File: config.mk
export PLATFORM = sky130hd
export DESIGN_NAME = vh_sig_capture
export DESIGN_NICKNAME = d
export VERILOG_FILES = /design/src/rtl/vh_sig_pkg.sv /design/src/rtl/vh_misr_next.sv /design/src/rtl/vh_sig_capture.sv
export SDC_FILE = /design/constraint.sdc
export NUM_CORES = 1
export LEC_CHECK = 0
export CORE_UTILIZATION = 49
export DETAILED_ROUTE_END_ITERATION = 12
export GPL_TIMING_DRIVEN = 0
export PLACE_DENSITY = 0.78
export SYNTH_ARGS = -nofsm -noshare
export SYNTH_HDL_FRONTEND = slang
export SYNTH_SLANG_ARGS = --single-unit
File: constraint.sdc
create_clock -name clk -period 2.82 [get_ports clk]
set_input_delay 0.564 -clock clk [delete_from_list [all_inputs] [get_ports clk]]
set_output_delay 0.564 -clock clk [all_outputs]
set_load 0.005 [all_outputs]
File: src/rtl/vh_sig_pkg.sv
// Shared types and defaults for the signature-capture block and its MISR helpers.
// The MISR step folds one data word into the register: shift left, apply the
// polynomial when the bit shifted out was set, then XOR in the zero-extended word.
package vh_sig_pkg;

  typedef logic [1:0] state_t;

  localparam state_t StIdle = 2'd0;
  localparam state_t StRun  = 2'd1;
  localparam state_t StDone = 2'd2;

  localparam logic [31:0] DefaultPoly = 32'h04C1_1DB7;
  localparam logic [31:0] DefaultSeed = 32'h0000_0000;

  // 32-bit form of the MISR step for callers that do not instantiate vh_misr_next.
  function automatic logic [31:0] misr_next32(input logic [31:0] sig_in,
                                              input logic [31:0] data_in,
                                              input logic [31:0] poly);
    return {sig_in[30:0], 1'b0} ^ (sig_in[31] ? poly : 32'h0) ^ data_in;
  endfunction

endpackage

File: src/rtl/vh_misr_next.sv
// Combinational single-step MISR update: one data word folded into the signature.
module vh_misr_next
  import vh_sig_pkg::*;
#(
  parameter int unsigned      SIG_W = 32,
  parameter int unsigned      WIDTH = 30,
  parameter logic [SIG_W-1:0] POLY  = DefaultPoly
) (
  input  logic [SIG_W-1:0] sig_in,
  input  logic [WIDTH-1:0] data_in,
  output logic [SIG_W-1:0] sig_out
);

  logic [SIG_W-1:0] data_ext;

  always_comb begin
    data_ext               = '0;
    data_ext[WIDTH-1:0]    = data_in;
    sig_out = {sig_in[SIG_W-2:0], 1'b0} ^ (sig_in[SIG_W-1] ? POLY : '0) ^ data_ext;
  end

endmodule

File: src/rtl/vh_sig_capture.sv
// Response compactor: folds a programmed number of handshaken result words into a
// MISR and reports the final signature plus a compare against an expected value.
module vh_sig_capture
  import vh_sig_pkg::*;
#(
  parameter int unsigned      WIDTH = 30,
  parameter int unsigned      SIG_W = 32,
  parameter logic [SIG_W-1:0] POLY  = DefaultPoly,
  parameter logic [SIG_W-1:0] SEED  = DefaultSeed,
  parameter int unsigned      CNT_W = 16
) (
  input  logic             clk,
  input  logic             rst_n,
  input  logic             start,
  input  logic [CNT_W-1:0] num_vec,
  input  logic [SIG_W-1:0] exp_sig,
  input  logic             y_valid,
  input  logic [WIDTH-1:0] y,
  output logic             y_ready,
  output logic             busy,
  output logic [CNT_W-1:0] vec_cnt,
  output logic [SIG_W-1:0] sig,
  output logic             sig_valid,
  output logic             match
);

  state_t           state_q, state_d;
  logic [SIG_W-1:0] sig_q, sig_d;
  logic [CNT_W-1:0] cnt_q, cnt_d;
  logic [CNT_W-1:0] num_q, num_d;
  logic [SIG_W-1:0] exp_q, exp_d;

  logic [SIG_W-1:0] sig_nxt;
  logic [CNT_W-1:0] cnt_inc;
  logic             beat;

  vh_misr_next #(
    .SIG_W (SIG_W),
    .WIDTH (WIDTH),
    .POLY  (POLY)
  ) u_misr_next (
    .sig_in  (sig_q),
    .data_in (y),
    .sig_out (sig_nxt)
  );

  assign cnt_inc = cnt_q + 1'b1;
  assign beat    = y_valid & y_ready;

  always_comb begin
    state_d = state_q;
    sig_d   = sig_q;
    cnt_d   = cnt_q;
    num_d   = num_q;
    exp_d   = exp_q;
    case (state_q)
      StIdle, StDone: begin
        if (start) begin
          sig_d   = SEED;
          cnt_d   = '0;
          num_d   = num_vec;
          exp_d   = exp_sig;
          state_d = (num_vec == '0) ? StDone : StRun;
        end
      end
      StRun: begin
        // Only a real beat touches sig, so an undriven y with y_valid low cannot leak in.
        if (beat) begin
          sig_d = sig_nxt;
          cnt_d = cnt_inc;
          if (cnt_inc == num_q) begin
            state_d = StDone;
          end
        end
      end
      default: state_d = StIdle;
    endcase
  end

  always_ff @(posedge clk or negedge rst_n) begin
    if (!rst_n) begin
      state_q <= StIdle;
      sig_q   <= SEED;
      cnt_q   <= '0;
      num_q   <= '0;
      exp_q   <= '0;
    end else begin
      state_q <= state_d;
      sig_q   <= sig_d;
      cnt_q   <= cnt_d;
      num_q   <= num_d;
      exp_q   <= exp_d;
    end
  end

  assign y_ready   = (state_q == StRun);
  assign busy      = (state_q == StRun);
  assign sig_valid = (state_q == StDone);
  assign match     = sig_valid && (sig_q == exp_q);
  assign vec_cnt   = cnt_q;
  assign sig       = sig_q;

endmodule

* Word-level counts from Yosys, hierarchy flattened
Index checks and enable logic that the tools add are counted.
Word-level totals: bits in registers 98, input bits 82, logic and storage cells 36
Cells by class: add/subtract/negate cells 1, eq/ne operators 7, mux-type cells 12, bitwise logic cells 3, reductions and logical operators 8
Operators with widths (count):
- 2-to-1 mux 32 bit | 2
- one-hot mux 32 bit (2 select lines) | 1
- equality test 32 bit | 1
- 2-to-1 mux 16 bit | 2
- one-hot mux 16 bit (2 select lines) | 1
- bitwise XOR 32 x 30 -> 32 bit | 1
- bitwise XOR 32 bit | 1
- 2-to-1 mux 27 bit | 1
- adder 16 x 1 -> 16 bit (second input constant) | 1
- equality test 16 bit | 1
- logical NOT 16 bit | 1
- 2-to-1 mux 2 bit | 4
- AND reduction 3 bit | 2
- != test 2 x 1 -> 1 bit (second input constant) | 2
- one-hot mux 2 bit (2 select lines) | 1
- equality test 2 x 1 -> 1 bit (second input constant) | 1
- equality test 2 bit (second input constant) | 1
- logical NOT 2 bit | 1
- != test 2 bit (second input constant) | 1
- AND reduction 2 bit | 1
- nonzero test 2 bit | 1
- OR reduction 2 bit | 1
- bitwise AND 1 bit | 1
- logical AND 1 bit | 1

* Depth between registers and ports, before layout
Gate-level depths: netlist (run 1).
depth in word-level cells 5, gate-level depth with buffers 9, gate-level depth less buffers 7

* Cells and area by module
Synthesis (run 1) repeated with hierarchy kept, for this count alone.
Unflattened totals: cells, all modules 595, area total of the unflattened synthesis 5361.4 um^2
Modules (own cells, without submodules):
- vh_sig_capture | instances 1, cells an instance 562, area an instance 4858.4 um^2, seq. area each 2452.4 um^2
- vh_misr_next | instances 1, cells an instance 33, area an instance 503.0 um^2, seq. area each 0.0 um^2

* Worst setup path after synthesis (run 1)
OpenSTA, ideal clock, no wires.
path kind reg-to-reg, from register cnt_q[0] (netlist: vec_cnt[0]), to register state_q[0], library setup time 0.132 ns, data arrival time 2.090 ns, required time 2.688 ns, setup slack 0.598 ns, stages on the path, launching flop included 9, path through dfrtp_1 -> ha_1 -> and3_2 -> clkbuf_1 -> nand4_1 -> xnor2_1 -> a2111oi_0 -> nand4_1 -> o2bb2ai_1
On the way: word-level cells in the longest chain between the ends 4
Ends and longest elaborated chain:
- from (decl) | line vh_sig_capture.sv:29 | logic [CNT_W-1:0] cnt_q, cnt_d;
- from (signal assigned) | line vh_sig_capture.sv:90 | cnt_q <= cnt_d;
- adder 16 x 1 -> 16 bit | line vh_sig_capture.sv:47 | assign cnt_inc = cnt_q + 1'b1;
- equality test 16 bit | line vh_sig_capture.sv:71 | if (cnt_inc == num_q) begin
- != test 2 x 1 -> 1 bit (no source line)
- AND reduction 3 bit (no source line)
- to (signal assigned) | line vh_sig_capture.sv:82 | state_q <= StIdle;
- to (signal assigned) | line vh_sig_capture.sv:88 | state_q <= state_d;
- to (decl) | line vh_sig_capture.sv:27 | state_t state_q, state_d;
Every way passes these cells. A chain may end at the register's enable or synchronous reset.

* Final worst setup path (run 1)
from register sig_q[18] (netlist: sig[18]), to output port match
On the way: word-level cells in the longest chain between the ends 2
Ends and longest elaborated chain:
- from (decl) | line vh_sig_capture.sv:28 | logic [SIG_W-1:0] sig_q, sig_d;
- from (signal assigned) | line vh_sig_capture.sv:89 | sig_q <= sig_d;
- equality test 32 bit | line vh_sig_capture.sv:99 | assign match = sig_valid && (sig_q == exp_q);
- logical AND 1 bit | line vh_sig_capture.sv:99
- to (decl) | line vh_sig_capture.sv:24 | output logic match
Every way passes these cells.

==> results of run 1 <==
## metrics by stage
step / worst slack [ps] / utilization (%) / TNS, ps
3_5_place_dp: -43.65 / 65.37 / -43.65
4_1_cts: 65.94 / 67.88 / 0
5_1_grt: 5.609 / 68.06 / 0
6_report: 129.2 / 68.06 / 0
2_1_floorplan: 598.4 / - / 0
3_3_place_gp: -2458 / 65.13 / -240300
## placed cells by master, fill, tap and decap left out, types with 3 or more instances in the layout
master / count
xnor2_1: 70
nand3_1: 25
o21ai_0: 41
nor2b_1: 4
clkbuf_8: 9
clkbuf_1: 24
xor2_1: 21
and3_1: 3
and2_1: 4
nand4_1: 13
xnor2_2: 5
clkdlybuf4s50_1: 131
a31oi_1: 4
buf_1: 6
dfrtp_2: 6
dfrtp_1: 92
nor2_1: 13
buf_2: 5
o31ai_1: 18
nor4_2: 5
inv_1: 4
buf_4: 7
nor4_1: 5
nand2b_1: 3
nand2_1: 175
## cells by family (layout without fill, tap and decap cells)
| logic type | count (synthesis) | count (layout) | synth area share, % |
|---|---|---|---|
| compound gates | 88 | 88 | 10.93 |
| xor+xnor | 96 | 96 | 16.10 |
| fa+ha+maj | 1 | 1 | 0.2395 |
| mux | 1 | 1 | 0.1917 |
| buf+inv | 42 | 194 | 3.282 |
| simple gates | 258 | 258 | 22.30 |
| flops | 98 | 98 | 46.96 |
## layer usage
layer / vias to the layer above / GRT usage [%]
met5: - / 0
met4: 0 / 10.36
met3: 23 / 4.886
met2: 143 / 49.39
met1: 2331 / 37.19
li1: 2249 / -
## registers in the layout, indices dropped and copies added, names as in the netlist
register	flops
sig	32
exp_q	32
state_q	2
vec_cnt	16
num_q	16
## worst max-delay path, stage by stage (launching register included)
cell and delay [ps]:
dfrtp_2 460, xnor2_2 200, nand4_1 140, nor4_2 270, nand4_1 150, nor4_2 270
dlygate4sd2_1 260
## how the worst min path moves through the flow
stage	start	to	slack, ps	cells after the start
6_report	rst_n	exp_q[8]$_DFFE_PN0P_	210	1
5_1_grt	rst_n	exp_q[8]$_DFFE_PN0P_	260	1
4_1_cts	rst_n	exp_q[6]$_DFFE_PN0P_	230	1
3_5_place_dp	exp_q[16]$_DFFE_PN0P_	exp_q[16]$_DFFE_PN0P_	480	2
3_3_place_gp	exp_q[31]$_DFFE_PN0P_	exp_q[31]$_DFFE_PN0P_	480	2
2_1_floorplan	rst_n	exp_q[0]$_DFFE_PN0P_	270	0
## final cells by class
cell class	instances	area [um^2]	share of cell area, %
inverters	4	15.01	0.2137
well taps	136	170.2	2.422
clock inverters	6	65.06	0.9259
plain buffers	36	148.9	2.119
multi-input cells	444	2655	37.78
repair buffers	138	1385	19.71
clock buffers	10	127.6	1.816
flip-flops and latches	98	2460	35.01
## report_power, final
| group | total [mW] | leakage, nW | internal, mW | switching (mW) |
|---|---|---|---|---|
| sequential | 2.47 | 1.20 | 1.90 | 0.572 |
| clock | 0.937 | 0.0971 | 0.414 | 0.523 |
| combinational | 2.49 | 1.65 | 1.39 | 1.10 |
| total | 5.90 | 2.95 | 3.70 | 2.20 |
## repair_timing
action,CTS,global route
pin swaps,2,1
resized for setup,10,5
hold endpoints to repair,0,0
buffers inserted,4,0
setup endpoints to repair,1,3
==> metrics.txt, run 1 <==
result of the run finished clean; critical path capture point type primary output; sum of met3 wire segment lengths after detailed routing 791 um; cell area reported after detailed placement 0.006749 mm^2; fillcell total approximately 860; effective utilization at floorplan between 50% and 60%; total power after layout between 5 and 6 mW; length in cells of the worst reg-to-reg path 7; async set-or-reset flop fraction in the synthesized netlist 100.0%; reg-to-reg critical path startpoint vec_cnt[1]$_DFFE_PN0P_; data arrival time of the critical path 2130 ps; largest cells by area after synthesis dfrtp_1 (47%), nand2_1 (13%), xnor2_1 (13%); Distinct cells, synth 49; first-iteration detailed-routing DRC count 240; Setup crit end match; number of synthesis warnings 0; actual slew at the worst max-slew pin between 700 and 800 ps; global-route usage over all layers between 20 and 30%; dpl cells between 800 and 900; area overhead of the layout relative to synthesis 34.55%; portion of the post-synthesis area used by sequential elements 46.96%; most numerous cell in the Yosys netlist nand2_1; total global routing overflow 0; total number of H-tree levels 3; number of sinks handled by clock tree synthesis between 90 and 100; buffer depth of the longest clock path 2; number of nets with antenna violations after detailed routing 0; Skew-Pair Late Insertion Delay around 380 ps; global-route wire length before repair between 20,000 and 25,000 um; clock period minus worst slack 2691 ps; Routed wire per std cell approximately 18 um; width of the chip around 110 um; Hold Slack about 210 ps; synthesized cell area approximately 0.0052 mm^2; half-perimeter wire length of the detailed placement result roughly 12,000 um; path category of the worst min-delay check input pin to async pin; mean number of vias per cell 5.443; net total in the final layout between 800 and 900; Core ar. 0.01032 mm^2; full die area ~0.011 mm^2; power density over the cells around 840 mW/mm^2; vertical extent of the die 105.2 um; cells after synthesis about 600; Clock transition at path regs 100 ps; number of antenna violations at the first check in global routing 0; number of diodes 0; end of the worst register-to-register path state_q[0]$_DFFE_PN0P_; top layer reached by signal wires met4; ranking of synthesized cells by instance count nand2_1 (175), dfrtp_1 (98), xnor2_1 (75); Port-buffer cells 133; maximum number of pins on one net before global-route repair 51; floorplan row count 37; post-synthesis area per instance about 8.9 um^2; Final Wtd Congestion 0.9073; Hold Vio Cnt, Final 0; Remaining DRCs 0; CTS Root Cell clkbuf_8; detailed-routing wirelength on met1 roughly 6700 um; max-cap violations 0; met2 routed wirelength roughly 7700 um; vias after detailed routing 4,746; required time of the critical path approximately 2300 ps; number of enable-type register cells in the synthesized netlist 0; Post-Syn Nets ~670; leakage power a little under 3 nW; largest clock skew in the final design around 7.6 ps; primary flip-flop cell chosen by synthesis mapping dfrtp_1; Worst Setup SP sig[18]$_DFFE_PN0P_; cell type contributing the most total cell area after synthesis dfrtp_1; number of synthesized register bits just under 100; setup violators final 0; number of global-route vias before repair between 4,000 and 5,000; Crit Path Category flip-flop to primary output; Slew HR just over 50%; number of buffers inserted during clock tree synthesis 9; routed wire length between 15,000 and 20,000 um; number of pins exceeding their max-slew limit in the final report 0; RSZ-0062 raised after global routing no; share of the clock period used by the worst path between 90% and 100%; count of boundary I/O pins between 100 and 150; peak supply drop ~0.00038 V; Reg2Reg Setup Slack roughly 230 ps; timing-limited maximum frequency roughly 370 MHz; Startpoint Class flip-flop; area share of the largest cell type after synthesis between 40% and 50%; hold_buf cts 0; fraction of final layout cells with drive strength greater than 1 under 10%; CTS tree done; maximum fanout along the worst path 4; design area between 0.007 and 0.008 mm^2; Initial DRT Pass Iterations 5; Non-Filler Instances roughly 870
(Power assumes the default switching activity.)
==> run 2, diff against run 1 <==
==> constraint.sdc (replaced) <==
create_clock -name clk -period 2.8 [get_ports clk]
set_input_delay 0.56 -clock clk [delete_from_list [all_inputs] [get_ports clk]]
set_output_delay 0.56 -clock clk [all_outputs]
set_load 0.005 [all_outputs]
==> run 2 against run 1 <==
Effect of this change:
- first-iteration DRC count shrank 5.4%
- non-clock buffer count grew 2
- register-to-register slack is essentially flat
- power grew 1.4%
- clock skew grew 1.0 ps
- final cell count grew 0.23%
- setup slack is essentially flat
- via count grew 0.97%
- sequential share of layout area shrank 0.10 points
- sequential power is essentially flat
- hold slack lost 3.2 ps
==> metrics.txt, run 2 (synthesis results as in run 1) <==
number of buffers inserted during clock tree synthesis 9; timing-limited maximum frequency about 370 MHz; Hold Slack 203.1 ps; met2 GRT Util 49.39%; maximum number of pins on one net before global-route repair between 50 and 60; largest clock skew in the final design roughly 8.6 ps; maximum fanout along the worst path 3; actual slew at the worst max-slew pin 718.5 ps; Startpoint Class flip-flop; clock period minus worst slack 2671 ps; power density over the cells 848.0 mW/mm^2; data arrival time of the critical path between 2000 and 2500 ps; number of diodes 0; met3 Usage GRT between 4 and 5%; width of the chip 105.2 um; half-perimeter wire length of the detailed placement result 11,540 um; first-iteration detailed-routing DRC count between 200 and 250; number of sinks handled by clock tree synthesis a little under 100; required time of the critical path around 2200 ps; number of global-route vias before repair around 4,800; Routed wire per std cell 17.74 um; number of pins exceeding their max-slew limit in the final report 0; effective utilization at floorplan 50.59%; area overhead of the layout relative to synthesis 35.00%; vias after detailed routing between 4,000 and 5,000; buffer depth of the longest clock path 2; Remaining DRCs 0; mean number of vias per cell between 5 and 6; fraction of final layout cells with drive strength greater than 1 around 7.5%; Skew-Pair Late Insertion Delay 380 ps; CTS tree done; most common cell after layout, fill and taps aside nand2_1; length in cells of the worst reg-to-reg path 7; RSZ-0062 raised after global routing no; floorplan row count 37; number of nets with antenna violations after detailed routing 0; count of boundary I/O pins roughly 130; Initial DRT Pass Iterations 5; total global routing overflow 0; vertical extent of the die roughly 110 um; Clock transition at path regs about 100 ps; global-route usage over all layers just under 30%; routed wire length 15,500 um; result of the run finished clean; Port-buffer cells around 130; Final Wtd Congestion just over 0.9; commonest cells after routing, fill and taps aside nand2_1 (175), clkdlybuf4s50_1 (131), dfrtp_1 (91); setup violators final 0; path category of the worst min-delay check input pin to async pin; global-route wire length before repair between 20,000 and 25,000 um; core utilization of the finished layout approximately two thirds; full die area approximately 0.011 mm^2; footprint of the flip-flops and latches 0.002461 mm^2; critical path capture point type primary output; net total in the final layout around 800; fillcell total about 850; peak supply drop between 0.0003 and 0.0004 V; Core ar. about 0.010 mm^2; CTS Root Cell clkbuf_8; reg-to-reg critical path startpoint vec_cnt[1]$_DFFE_PN0P_; Slew HR around 52%; total number of H-tree levels 3; met1 Usage GRT 37.19%; end of the worst register-to-register path state_q[0]$_DFFE_PN0P_; Reg2Reg Setup Slack about 240 ps; share of the clock period used by the worst path between 90% and 100%; leakage power 2.959 nW; number of antenna violations at the first check in global routing 0; Hold Vio Cnt, Final 0; Crit Path Category flip-flop to primary output; max-cap violations 0; busiest layer in global routing met2; area of the multi-input gates roughly 0.0027 mm^2
## run 2: final cells by class
cell class / count / share of cell area (%)
Multi-Input combinational cell: 444 / 37.76
Sequential cell: 98 / 34.91
Timing Repair Buffer: 140 / 19.86
Tap cell: 136 / 2.413
Buffer: 36 / 2.112
Clock buffer: 10 / 1.810
Clock inverter: 6 / 0.9228
Inverter: 4 / 0.2130
## run 2: critical path, stage by stage (launching register included)
cell and delay (ps):
dfrtp_2 450, xnor2_2 200, nand4_1 130, nor4_2 270, nand4_1 160, nor4_2 270, dlygate4sd2_1 260
## run 2: repair_timing
action                                  4_1_cts  5_1_grt
pin swaps                                     2        1
gates resized for setup                      10        7
hold buffers                                  0        0
setup buffers                                 4        2
endpoints found under the setup margin        1        3
## run 2: through the flow
step	area (um^2)	worst slack (ps)	setup TNS, ps	cells	power, mW
after floorplan	5223	578.4	0	584	3.765
after global placement	6724	-2474	-241880	853	4.802
after detailed placement	6749	-59.65	-59.65	854	4.894
after CTS	7008	45.94	0	873	5.928
after global routing	7051	0.1343	0	874	6.331
final	7051	129.0	0	874	5.979
## run 2: worst max-delay path by stage
stage,startpoint,endpoint,slack [ps],cells after the start
floorplan,vec_cnt[0]$_DFFE_PN0P_,state_q[0]$_DFFE_PN0P_,580,8
global placement,rst_n,num_q[0]$_DFFE_PN0P_,-2470,1
detailed placement,sig[31]$_DFFE_PN0P_,match,-60,7
CTS,vec_cnt[0]$_DFFE_PN0P_,state_q[0]$_DFFE_PN0P_,50,8
global route,state_q[0]$_DFFE_PN0P_,sig[31]$_DFFE_PN0P_,0.1,8
finish,sig[18]$_DFFE_PN0P_,match,130,6
## run 2: power by group
part | switching, mW | leakage (nW) | internal [mW]
Sequential | 0.570 | 1.19 | 1.91
Combinational | 1.13 | 1.67 | 1.43
Clock | 0.526 | 0.0971 | 0.417
Total | 2.22 | 2.96 | 3.76
## run 2: metal layers
metal  vias to the layer above  wire length (um)
met5                         -                 0
met2                       152              7746
li1                       2256                 -
met4                         0               300
met3                        21               784
met1                      2363              6673
==> run 3, diff against run 2 <==
--- a/config.mk
+++ b/config.mk
@@ -12,3 +12,4 @@
 export SYNTH_ARGS = -nofsm -noshare
 export SYNTH_HDL_FRONTEND = slang
 export SYNTH_SLANG_ARGS = --single-unit
+export TNS_END_PERCENT = 50
==> run 3 against run 2 <==
Effect of this change:
- final cell count fell by 0.23%
- combinational power hardly changed
- fmax up 0.41%
- via count is 0.58% lower
- setup slack gained 11 ps
- cell area down 0.21%
- register-to-register slack lost 30 ps
- wire length increased by 0.30%
- critical path type unchanged
- largest power group unchanged
- highest routed layer unchanged
==> metrics.txt, run 3 (synthesis results as in run 1) <==
first-iteration detailed-routing DRC count 260; required time of the critical path 2240 ps; maximum fanout along the worst path 4; Routed wire per std cell approximately 18 um; mean number of vias per cell 5.463; count of boundary I/O pins ~130; total number of H-tree levels 3; core utilization of the finished layout just under 70%; number of global-route vias before repair about 4,800; commonest cells after routing, fill and taps aside nand2_1 (175), clkdlybuf4s50_1 (131), dfrtp_1 (91); combinational power share around 42%; full die area approximately 0.011 mm^2; RSZ-0062 raised after global routing no; result of the run finished clean; buffer depth of the longest clock path 2; timing-limited maximum frequency between 300 and 400 MHz; met3 Usage GRT 4.886%; Non-Filler Instances 872; Slew HR slightly above 50%; global-route wire length before repair around 25,000 um; Crit Path Category flip-flop to primary output; CTS Root Cell clkbuf_8; Clock transition at path regs around 100 ps; number of nets with antenna violations after detailed routing 0; maximum number of pins on one net before global-route repair 51; clock period minus worst slack around 2700 ps; floorplan row count 37; Hold Vio Cnt, Final 0; critical path capture point type primary output; global-route usage over all layers approximately 29%; fillcell total between 800 and 900; total global routing overflow 0; switching power 2.218 mW; power density over the cells between 800 and 900 mW/mm^2; dpl cells 854; half-perimeter wire length of the detailed placement result between 10,000 and 15,000 um; Initial DRT Pass Iterations 5; area overhead of the layout relative to synthesis 34.71%; share of the clock period used by the worst path around 95%; net total in the final layout about 800; met2 GRT Util a little under 50%; number of sinks handled by clock tree synthesis 98; number of diodes 0; peak supply drop 0.0003861 V; Port-buffer cells around 130; most common cell after layout, fill and taps aside nand2_1; hold_buf cts 0; Startpoint Class flip-flop; number of antenna violations at the first check in global routing 0; width of the chip roughly 110 um; busiest layer in global routing met2; fraction of final layout cells with drive strength greater than 1 just over 7%; number of pins exceeding their max-slew limit in the final report 0; vias after detailed routing between 4,000 and 5,000; max-cap violations 0; CTS tree done; largest clock skew in the final design 5.105 ps; total internal power about 3.7 mW; Core ar. 0.01032 mm^2; met1 Usage GRT between 30% and 40%; Sequential Power Share approximately two fifths; data arrival time of the critical path about 2100 ps; Clk pwr share ~16%; leakage power just under 3 nW; setup violators final 0; Remaining DRCs 0; actual slew at the worst max-slew pin about 730 ps; Final Wtd Congestion between 0.9 and 1; routed wire length around 16,000 um; vertical extent of the die approximately 110 um; Skew-Pair Late Insertion Delay about 370 ps; effective utilization at floorplan 50.59%; number of buffers inserted during clock tree synthesis 9; Sw Ratio a little under two fifths; path category of the worst min-delay check input pin to async pin
==> run 3: cell count changes in the layout (fill, tap and decap cells not counted), sizes merged <==
cell / change
buf: -2
==> run 3: through the flow <==
stage          power, mW  area [um^2]  setup WS [ps]  hold WS [ps]  TNS, ps
2_1_floorplan      3.765         5223          578.4         264.4        0
3_3_place_gp       4.802         6724          -2474         479.5  -241880
3_5_place_dp       4.894         6749         -59.65         483.2   -59.65
4_1_cts            5.928         7008          45.94         226.2        0
5_1_grt            6.309         7036         0.1343         257.7        0
6_report           5.956         7036          139.9         206.4        0
==> run 3: power groups by stage <==
stage | Combinational, mW | Sequential, mW | Clock [mW]
floorplan | 1.36 | 2.40 | 0
global placement | 2.34 | 2.46 | 0
detailed placement | 2.40 | 2.50 | 0
CTS | 2.51 | 2.47 | 0.947
global route | 2.75 | 2.56 | 0.998
finish | 2.52 | 2.49 | 0.941
==> run 3: repair_timing <==
action | CTS | global route
gates resized for setup | 10 | 7
setup buffers | 4 | 0
setup endpoints to repair | 1 | 3
pin swaps | 2 | 3
gates cloned | 0 | 0
==> run 3: worst max-delay path, cell delays in order (launching register included) <==
cell           delay [ps]
dfrtp_2               460
xnor2_2               180
nand4_1               120
nor4_2                270
nand4_1               160
nor4_2                270
dlygate4sd2_1         260
==> run 3: worst paths after layout <==
path | cells after the start | start | slack [ps] | end
min in group clk | 2 | exp_q[28]$_DFFE_PN0P_ | 510 | exp_q[28]$_DFFE_PN0P_
max reg2reg | 7 | vec_cnt[1]$_DFFE_PN0P_ | 210 | state_q[0]$_DFFE_PN0P_
min | 1 | rst_n | 210 | exp_q[8]$_DFFE_PN0P_
min reg2reg | 2 | exp_q[28]$_DFFE_PN0P_ | 510 | exp_q[28]$_DFFE_PN0P_
max in group asynchronous | 2 | rst_n | 1900 | vec_cnt[0]$_DFFE_PN0P_
max | 6 | sig[10]$_DFFE_PN0P_ | 140 | match
==> run 3: final cells by class <==
type / count / area (um^2) / share of cell area (%)
flip-flops and latches: 98 / 2461 / 34.98
multi-input cells: 444 / 2663 / 37.84
clock buffers: 10 / 127.6 / 1.814
clock inverters: 6 / 65.06 / 0.9248
plain buffers: 36 / 148.9 / 2.116
inverters: 4 / 15.01 / 0.2134
well taps: 136 / 170.2 / 2.419
repair buffers: 138 / 1385 / 19.69
==> run 3: per-layer routing <==
metal	wire length, um	part of all wire (%)	up-vias
li1	-	-	2248
met3	858	5.5	25
met5	0	0	-
met4	329	2.1	0
met2	7694	49	160
met1	6668	43	2331
